===== src/rtl/mem_map_pkg.sv =====
// Memory-map constants, access-size encodings and response source select
// shared by the data-side memory port arbiter and its lane generator.
package mem_map_pkg;

    localparam logic [3:0] SPACE_DMEM  = 4'b0001;
    localparam logic [3:0] SPACE_IMEM  = 4'b0010;
    localparam logic [3:0] SPACE_DIMEM = 4'b0011;
    localparam logic [3:0] SPACE_BIOS  = 4'b0100;
    localparam logic [3:0] SPACE_IO    = 4'b1000;

    localparam logic [1:0] SZ_B = 2'b00;
    localparam logic [1:0] SZ_H = 2'b01;
    localparam logic [1:0] SZ_W = 2'b10;

    typedef enum logic [1:0] {
        SRC_NONE = 2'd0,
        SRC_DMEM = 2'd1,
        SRC_BIOS = 2'd2,
        SRC_IO   = 2'd3
    } src_sel_e;

    typedef struct packed {
        logic     valid;
        logic     id;
        logic     err;
        logic     is_load;
        src_sel_e src_sel;
    } rsp_reg_t;

endpackage


===== src/rtl/mem_port_arbiter_if.sv =====
// Bundle of requester, response and memory-side signals around the arbiter.
// The slave modport is the arbiter's view; master is the surrounding system.
interface mem_port_arbiter_if;

    logic        cpu_valid;
    logic        cpu_ready;
    logic [31:0] cpu_addr;
    logic [31:0] cpu_wdata;
    logic        cpu_we;
    logic [1:0]  cpu_size;

    logic        dma_valid;
    logic        dma_ready;
    logic [31:0] dma_addr;
    logic [31:0] dma_wdata;
    logic        dma_we;
    logic [1:0]  dma_size;

    logic        imem_wr_en;

    logic        rsp_valid;
    logic        rsp_id;
    logic        rsp_err;
    logic [31:0] rsp_rdata;

    logic [13:0] mem_addr;
    logic [11:0] bios_addr;
    logic [3:0]  dmem_we;
    logic [3:0]  imem_we;
    logic [3:0]  io_we;
    logic [31:0] mem_wdata;
    logic        io_re;

    logic [31:0] dmem_dout;
    logic [31:0] bios_dout;
    logic [31:0] io_dout;

    modport slave (
        input  cpu_valid, cpu_addr, cpu_wdata, cpu_we, cpu_size,
        input  dma_valid, dma_addr, dma_wdata, dma_we, dma_size,
        input  imem_wr_en,
        input  dmem_dout, bios_dout, io_dout,
        output cpu_ready, dma_ready,
        output rsp_valid, rsp_id, rsp_err, rsp_rdata,
        output mem_addr, bios_addr, dmem_we, imem_we, io_we, mem_wdata, io_re
    );

    modport master (
        output cpu_valid, cpu_addr, cpu_wdata, cpu_we, cpu_size,
        output dma_valid, dma_addr, dma_wdata, dma_we, dma_size,
        output imem_wr_en,
        output dmem_dout, bios_dout, io_dout,
        input  cpu_ready, dma_ready,
        input  rsp_valid, rsp_id, rsp_err, rsp_rdata,
        input  mem_addr, bios_addr, dmem_we, imem_we, io_we, mem_wdata, io_re
    );

endinterface


===== src/rtl/byte_lane_gen.sv =====
// Turns an access size and low address bits into byte-lane write enables,
// lane-aligned store data and an alignment error flag.
module byte_lane_gen
    import mem_map_pkg::*;
(
    input  logic [1:0]  size,
    input  logic [1:0]  addr_lo,
    input  logic [31:0] wdata,
    output logic [3:0]  we_mask,
    output logic [31:0] wdata_shifted,
    output logic        misaligned
);

    // Misaligned and illegal sizes leave the mask empty so nothing is written.
    always_comb begin
        we_mask       = 4'b0000;
        wdata_shifted = 32'd0;
        misaligned    = 1'b0;
        case (size)
            SZ_B: begin
                we_mask       = 4'b0001 << addr_lo;
                wdata_shifted = {24'd0, wdata[7:0]} << {addr_lo, 3'b000};
            end
            SZ_H: begin
                if (addr_lo[0]) begin
                    misaligned = 1'b1;
                end else if (addr_lo[1]) begin
                    we_mask       = 4'b1100;
                    wdata_shifted = {wdata[15:0], 16'd0};
                end else begin
                    we_mask       = 4'b0011;
                    wdata_shifted = {16'd0, wdata[15:0]};
                end
            end
            SZ_W: begin
                if (addr_lo != 2'b00) begin
                    misaligned = 1'b1;
                end else begin
                    we_mask       = 4'b1111;
                    wdata_shifted = wdata;
                end
            end
            default: misaligned = 1'b1;
        endcase
    end

endmodule


===== src/rtl/mem_port_arbiter.sv =====
// Shares the data-side memory port between the CPU memory stage and the DMA
// engine: CPU-priority arbitration with a starvation guard, decode, and a
// one-cycle response stage.
module mem_port_arbiter
    import mem_map_pkg::*;
#(
    parameter int STARVE_LIMIT = 4
) (
    input logic               clk,
    input logic               rst,
    mem_port_arbiter_if.slave bus
);

    localparam int CNT_W = $clog2(STARVE_LIMIT + 1);
    localparam logic [CNT_W-1:0] LIMIT = CNT_W'(STARVE_LIMIT);

    logic [CNT_W-1:0] starve_cnt;
    logic             force_dma;
    logic             cpu_grant;
    logic             dma_grant;
    logic             any_grant;

    logic [31:0] req_addr;
    logic [31:0] req_wdata;
    logic        req_we;
    logic [1:0]  req_size;
    logic [3:0]  space;

    logic [3:0]  lane_mask;
    logic        misaligned;

    logic        dmem_hit;
    logic        imem_hit;
    logic        io_hit;
    logic        decode_err;
    src_sel_e    load_src;
    logic        txn_err;
    logic        txn_ok;

    rsp_reg_t    rsp_q;
    logic [31:0] rdata_mux;
    logic        unused_addr_bits;

    // Nothing is accepted while in reset, so a request is never lost to it.
    assign force_dma     = (starve_cnt == LIMIT);
    assign bus.cpu_ready = !rst && (!force_dma || !bus.dma_valid);
    assign bus.dma_ready = !rst && (!bus.cpu_valid || force_dma);
    assign cpu_grant     = bus.cpu_valid && bus.cpu_ready;
    assign dma_grant     = bus.dma_valid && bus.dma_ready;
    assign any_grant     = cpu_grant || dma_grant;

    assign req_addr  = dma_grant ? bus.dma_addr  : bus.cpu_addr;
    assign req_wdata = dma_grant ? bus.dma_wdata : bus.cpu_wdata;
    assign req_we    = dma_grant ? bus.dma_we    : bus.cpu_we;
    assign req_size  = dma_grant ? bus.dma_size  : bus.cpu_size;
    assign space     = req_addr[31:28];

    assign bus.mem_addr  = req_addr[15:2];
    assign bus.bios_addr = req_addr[13:2];
    assign unused_addr_bits = ^req_addr[27:16];

    byte_lane_gen u_lanes (
        .size          (req_size),
        .addr_lo       (req_addr[1:0]),
        .wdata         (req_wdata),
        .we_mask       (lane_mask),
        .wdata_shifted (bus.mem_wdata),
        .misaligned    (misaligned)
    );

    // The shared DMem/IMem window stores to DMem always and mirrors into IMem
    // only while the CPU runs from BIOS; IMem is never a load source.
    always_comb begin
        dmem_hit   = 1'b0;
        imem_hit   = 1'b0;
        io_hit     = 1'b0;
        decode_err = 1'b0;
        load_src   = SRC_NONE;
        if (req_we) begin
            case (space)
                SPACE_DMEM:  dmem_hit = 1'b1;
                SPACE_IMEM: begin
                    imem_hit   = bus.imem_wr_en;
                    decode_err = !bus.imem_wr_en;
                end
                SPACE_DIMEM: begin
                    dmem_hit = 1'b1;
                    imem_hit = bus.imem_wr_en;
                end
                SPACE_IO:    io_hit = 1'b1;
                default:     decode_err = 1'b1;
            endcase
        end else begin
            case (space)
                SPACE_DMEM, SPACE_DIMEM: load_src = SRC_DMEM;
                SPACE_BIOS:              load_src = SRC_BIOS;
                SPACE_IO:                load_src = SRC_IO;
                default:                 decode_err = 1'b1;
            endcase
        end
    end

    assign txn_err = decode_err || misaligned;
    assign txn_ok  = any_grant && !txn_err;

    assign bus.dmem_we = (txn_ok && req_we && dmem_hit) ? lane_mask : 4'b0000;
    assign bus.imem_we = (txn_ok && req_we && imem_hit) ? lane_mask : 4'b0000;
    assign bus.io_we   = (txn_ok && req_we && io_hit)   ? lane_mask : 4'b0000;
    assign bus.io_re   = txn_ok && !req_we && (load_src == SRC_IO);

    // Counts CPU wins over a waiting DMA; any DMA win or DMA idle restarts it.
    always_ff @(posedge clk) begin
        if (rst) begin
            starve_cnt <= '0;
        end else if (dma_grant || !bus.dma_valid) begin
            starve_cnt <= '0;
        end else if (cpu_grant && (starve_cnt != LIMIT)) begin
            starve_cnt <= starve_cnt + CNT_W'(1);
        end
    end

    always_ff @(posedge clk) begin
        if (rst) begin
            rsp_q <= '0;
        end else begin
            rsp_q.valid   <= any_grant;
            rsp_q.id      <= dma_grant;
            rsp_q.err     <= any_grant && txn_err;
            rsp_q.is_load <= any_grant && !req_we;
            rsp_q.src_sel <= (txn_ok && !req_we) ? load_src : SRC_NONE;
        end
    end

    // The response visible during reset is suppressed so a dropped
    // transaction never shows up as valid.
    always_comb begin
        rdata_mux = 32'd0;
        if (rsp_q.valid && rsp_q.is_load && !rsp_q.err && !rst) begin
            case (rsp_q.src_sel)
                SRC_DMEM: rdata_mux = bus.dmem_dout;
                SRC_BIOS: rdata_mux = bus.bios_dout;
                SRC_IO:   rdata_mux = bus.io_dout;
                default:  rdata_mux = 32'd0;
            endcase
        end
    end

    assign bus.rsp_valid = rsp_q.valid && !rst;
    assign bus.rsp_id    = rsp_q.id && !rst;
    assign bus.rsp_err   = rsp_q.err && !rst;
    assign bus.rsp_rdata = rdata_mux;

endmodule


===== src/flat_wrapper.sv =====
// flat-port wrapper written by rule: the top's interface ports become plain ports
module mem_port_arbiter_flat import mem_map_pkg::*;
#(
    parameter int STARVE_LIMIT = 4
)
  (clk, rst, bus_cpu_valid, bus_cpu_addr, bus_cpu_wdata, bus_cpu_we, bus_cpu_size, bus_dma_valid, bus_dma_addr, bus_dma_wdata, bus_dma_we, bus_dma_size, bus_imem_wr_en, bus_dmem_dout, bus_bios_dout, bus_io_dout, bus_cpu_ready, bus_dma_ready, bus_rsp_valid, bus_rsp_id, bus_rsp_err, bus_rsp_rdata, bus_mem_addr, bus_bios_addr, bus_dmem_we, bus_imem_we, bus_io_we, bus_mem_wdata, bus_io_re);
  mem_port_arbiter_if bus_i ();
  input logic clk;
  input logic rst;
  input wire logic [$bits(bus_i.cpu_valid)-1:0] bus_cpu_valid;
  input wire logic [$bits(bus_i.cpu_addr)-1:0] bus_cpu_addr;
  input wire logic [$bits(bus_i.cpu_wdata)-1:0] bus_cpu_wdata;
  input wire logic [$bits(bus_i.cpu_we)-1:0] bus_cpu_we;
  input wire logic [$bits(bus_i.cpu_size)-1:0] bus_cpu_size;
  input wire logic [$bits(bus_i.dma_valid)-1:0] bus_dma_valid;
  input wire logic [$bits(bus_i.dma_addr)-1:0] bus_dma_addr;
  input wire logic [$bits(bus_i.dma_wdata)-1:0] bus_dma_wdata;
  input wire logic [$bits(bus_i.dma_we)-1:0] bus_dma_we;
  input wire logic [$bits(bus_i.dma_size)-1:0] bus_dma_size;
  input wire logic [$bits(bus_i.imem_wr_en)-1:0] bus_imem_wr_en;
  input wire logic [$bits(bus_i.dmem_dout)-1:0] bus_dmem_dout;
  input wire logic [$bits(bus_i.bios_dout)-1:0] bus_bios_dout;
  input wire logic [$bits(bus_i.io_dout)-1:0] bus_io_dout;
  output wire logic [$bits(bus_i.cpu_ready)-1:0] bus_cpu_ready;
  output wire logic [$bits(bus_i.dma_ready)-1:0] bus_dma_ready;
  output wire logic [$bits(bus_i.rsp_valid)-1:0] bus_rsp_valid;
  output wire logic [$bits(bus_i.rsp_id)-1:0] bus_rsp_id;
  output wire logic [$bits(bus_i.rsp_err)-1:0] bus_rsp_err;
  output wire logic [$bits(bus_i.rsp_rdata)-1:0] bus_rsp_rdata;
  output wire logic [$bits(bus_i.mem_addr)-1:0] bus_mem_addr;
  output wire logic [$bits(bus_i.bios_addr)-1:0] bus_bios_addr;
  output wire logic [$bits(bus_i.dmem_we)-1:0] bus_dmem_we;
  output wire logic [$bits(bus_i.imem_we)-1:0] bus_imem_we;
  output wire logic [$bits(bus_i.io_we)-1:0] bus_io_we;
  output wire logic [$bits(bus_i.mem_wdata)-1:0] bus_mem_wdata;
  output wire logic [$bits(bus_i.io_re)-1:0] bus_io_re;
  assign bus_i.cpu_valid = bus_cpu_valid;
  assign bus_i.cpu_addr = bus_cpu_addr;
  assign bus_i.cpu_wdata = bus_cpu_wdata;
  assign bus_i.cpu_we = bus_cpu_we;
  assign bus_i.cpu_size = bus_cpu_size;
  assign bus_i.dma_valid = bus_dma_valid;
  assign bus_i.dma_addr = bus_dma_addr;
  assign bus_i.dma_wdata = bus_dma_wdata;
  assign bus_i.dma_we = bus_dma_we;
  assign bus_i.dma_size = bus_dma_size;
  assign bus_i.imem_wr_en = bus_imem_wr_en;
  assign bus_i.dmem_dout = bus_dmem_dout;
  assign bus_i.bios_dout = bus_bios_dout;
  assign bus_i.io_dout = bus_io_dout;
  assign bus_cpu_ready = bus_i.cpu_ready;
  assign bus_dma_ready = bus_i.dma_ready;
  assign bus_rsp_valid = bus_i.rsp_valid;
  assign bus_rsp_id = bus_i.rsp_id;
  assign bus_rsp_err = bus_i.rsp_err;
  assign bus_rsp_rdata = bus_i.rsp_rdata;
  assign bus_mem_addr = bus_i.mem_addr;
  assign bus_bios_addr = bus_i.bios_addr;
  assign bus_dmem_we = bus_i.dmem_we;
  assign bus_imem_we = bus_i.imem_we;
  assign bus_io_we = bus_i.io_we;
  assign bus_mem_wdata = bus_i.mem_wdata;
  assign bus_io_re = bus_i.io_re;
  mem_port_arbiter #(.STARVE_LIMIT(STARVE_LIMIT)) u_core (.clk(clk), .rst(rst), .bus(bus_i));
endmodule

===== config.mk =====
export PLATFORM = sky130hd
export DESIGN_NAME = mem_port_arbiter_flat
export DESIGN_NICKNAME = d
export VERILOG_FILES = /design/src/rtl/mem_map_pkg.sv /design/src/rtl/mem_port_arbiter_if.sv /design/src/rtl/byte_lane_gen.sv /design/src/rtl/mem_port_arbiter.sv /design/src/flat_wrapper.sv
export SDC_FILE = /design/constraint.sdc
export NUM_CORES = 1
export LEC_CHECK = 0
export CORE_AREA = 4 4 131 133
export DETAILED_ROUTE_END_ITERATION = 10
export DIE_AREA = 0 0 135 137
export GPL_TIMING_DRIVEN = 0
export HOLD_SLACK_MARGIN = 0.03
export PLACE_DENSITY = 0.73
export SLEW_MARGIN = 20
export SYNTH_ARGS = -nofsm -noshare
export SYNTH_HDL_FRONTEND = slang
export SYNTH_SLANG_ARGS = --single-unit

===== constraint.sdc =====
create_clock -name clk -period 2.5 [get_ports clk]
set_clock_uncertainty 0.2 [all_clocks]
set_input_delay 0.5 -clock clk [delete_from_list [all_inputs] [get_ports clk]]
set_output_delay 0.5 -clock clk [all_outputs]
set_load 0.03 [all_outputs]

==> metrics <==
status=complete, but fails checks; failing checks=setup timing; clock sink count=9; PnR worst setup slack=-0.3924 ns; Post-Syn Area=slightly above 3000 um^2; gr ovfl total=0; Post-synth EDFFs=0; Hold Slack=0.3135 ns; crit path cell chain=buf_6, buf_8, buf_12, or2b_1, nor4_4, a41oi_4, clkbuf_16, a211oi_4, buf_6; vias in the first global route=approximately 5.5k; worst reg2reg path depth=11; Placer Congestion=approximately 0.95; Placed Cells=between 900 and 1k; flop-to-flop setup slack=approximately 0.20 ns; Vias=5,164; Util after Layout=between 50% and 60%; Non-Filler Instances=1,029; crit-path max FO=5; area growth from synthesis to layout=188.2%; top-area cell type share of the netlist area=between 10% and 20%; total wire length=roughly 22,000 um; initial core utilization=19.18%; Area contributors post-synth=mux2_2 12%, a22oi_1 8.7%, nor2_1 6.6%; CP required=1.80 ns; Yosys reg bits=9; final setup fails=67; vias per inst=about 5.0; critical path type=input port to output port; DRT iter0 DRCs=191; Comb power frac=approximately three quarters; Slew Limit Headroom=around three fifths; CTS buffer count=3; Buffers & Inverters on Critical Path=5; Detailed Place HPWL=between 15,000 and 20,000 um; ratio of cells with drive above 1 in the final layout=roughly 52%; Seq/Total Area, Yosys=just under 6%; Max-Cap Viols=0; largest area contributor in the netlist=mux2_2; Hold Crit Endpoint=u_core.starve_cnt[0]$_SDFFE_PP0P_; Min Clock Period, post-route=just under 3 ns; switching share of power=approximately two fifths; Yosys warnings=0; CP endpoint kind=output port; ys async rst share=0%; Die Y=~140 um; row cnt=46; delay-heaviest family, CP=buffers and inverters; RR Startpoint=u_core.starve_cnt[1]$_SDFFE_PP0P_; fin. max-slew vios=0; die area=between 15,000 and 20,000 um^2; drt pass-1 iters=5; Tightest Hold Check Type=flop to flop; r2r endpoint=u_core.rsp_q[1]$_SDFF_PP0_; hold_sp=u_core.starve_cnt[0]$_SDFFE_PP0P_; clock tree buffer depth=2; Die Width=135 um; first-pass GRT wire length=about 31,000 um; post-route ant nets=0; clk_lat worst skew=approximately 0.24 ns; Leakage=~3.3 nW; Slew @ Worst Pin=between 0.6 and 0.7 ns; Syn Area/Cell=6.914 um^2; Psw=around 0.7 mW; critical path arrival=around 2.2 ns; Most Frequent Cell on Critical Path=buf_6; internal power=between 1 and 1.5 mW; pin count of the biggest net entering global routing=11; Crit. path cell count=9; TritonCTS clock tree=yes; RSZ-0062 raised after global routing=true; Clock transition at path regs=about 0.04 ns; pwr dens=around 200 nW/um^2; Tot GR Track Use=between 20% and 30%; CP max stage delay=~0.34 ns; Synth Instances=approximately 440; clk root buf=clkbuf_16; synth unique cells=64; CP max-delay cell=nor4_4; clock power share=around 16%; IO Pins=roughly 340; Core ar.=between 15,000 and 20,000 um^2; maximum clock frequency=between 300 and 400 MHz; htree depth=1; commonest non-fill, non-tap cell in the layout=clkdlybuf4s50_1; Final nets=between 1k and 1.5k; Power, Total=around 1.8 mW; Post-synth top flop=dfxtp_1; crit start category=input port; final hold vios=0; DR WL/cell=21.47 um; Max VDD drop=approximately 0.17 mV; antenna violations before repair=2; most frequent cells in the layout=193 x clkdlybuf4s50_1, 107 x buf_6, 43 x nor2_1, 33 x buf_2, 32 x mux2_2; Seq pwr share=between 8 and 9%; Final Cycle Share=115.7%; number of remaining DRC errors=0; synthesized net count=approximately 680; Hold Path Stages=2; I/O Buffers=about 320
[power by group through the flow]
stage,logic (mW),registers [mW],clock network [mW]
final,1.34,0.152,0.288
after global routing,1.40,0.153,0.299
after CTS,1.27,0.152,0.295
after detailed placement,1.03,0.154,0
after global placement,1.03,0.154,0
after floorplan,0.479,0.154,0
[cells by family (layout without fill, tap and decap cells)]
group                      Yosys count  in the layout  synth area share, %
other                                0              2                    0
muxes                               51             51                18.14
AOI/OAI and AO/OA                  145            145                36.60
DFF                                  9              9                5.936
adders and majority gates            2              2               0.8243
and+or+nand+nor                    167            167                27.54
xor gates and xnor gates             2              2               0.5772
buffers and inverters               63            435                10.39
[per-layer routing]
layer / global-route usage (%) / part of all wire (%) / up-vias
met1: 21.33 / 32 / 2376
met3: 6.287 / 10 / 53
met5: 0 / 0 / -
met4: 9.854 / 5.1 / 0
met2: 42.69 / 52 / 327
li1: - / - / 2408
[sequential cells by signal (all words and copies together), names as in the netlist]
name and flops:
u_core.starve_cnt 3, u_core.rsp_q 6
[cell usage after synthesis (all sizes together) (7+ instances only)]
cell type and n:
a211oi 11, mux2 32, o2bb2ai 17, o22ai 9
o221ai 8, a21oi 13, nand3 17, nor2 55
nand2 47, buf 28, mux2i 19, a2bb2o 7
clkbuf 26, a22oi 35, nor3 8, and2 8
o21ai 18, dfxtp 9, inv 9
[per-stage QoR]
stage | area (um^2) | TNS [ns] | setup WS, ns
floorplan | 3537 | -2.326 | -0.3031
global placement | 6970 | -141.54 | -1.721
detailed placement | 6970 | -141.35 | -1.737
CTS | 8549 | -17.37 | -0.4075
global route | 8746 | -22.45 | -0.4583
finish | 8748 | -17.79 | -0.3924
[tightest hold or removal path, cell delays in order (launching register included)]
cell and delay [ns]:
dfxtp_2 0.33, buf_4 0.11, nor3b_1 0.04
[layout make-up]
type / count / area (um^2)
clock buffers: 3 / 75.07
flip-flops and latches: 9 / 187.7
inverters: 9 / 38.79
diodes: 2 / 5.005
well taps: 216 / 270.3
fillers: 1354 / 7079
clock inverters: 1 / 5.005
multi-input cells: 367 / 3851
plain buffers: 50 / 549.3
repair buffers: 372 / 3766
[repair_timing]
item / in CTS / in global routing
pin swaps: 65 / 19
hold buffers: 0 / 0
resized for setup: 866 / 119
cloned: 8 / 0
endpoints found under the setup margin: 112 / 100
buffers inserted: 42 / 6
[worst max path at each step]
stage                           to  slack (ns)                               from
finish              bus_imem_we[3]       -0.39                    bus_dma_size[0]
global route        bus_imem_we[1]       -0.46  u_core.starve_cnt[0]$_SDFFE_PP0P_
CTS                 bus_imem_we[3]       -0.41                    bus_dma_size[0]
detailed placement  bus_imem_we[1]       -1.74                                rst
global placement    bus_imem_we[1]       -1.72                                rst
floorplan           bus_dmem_we[1]       -0.30                      bus_cpu_valid
No activity file was read; power rests on OpenSTA's default activity.
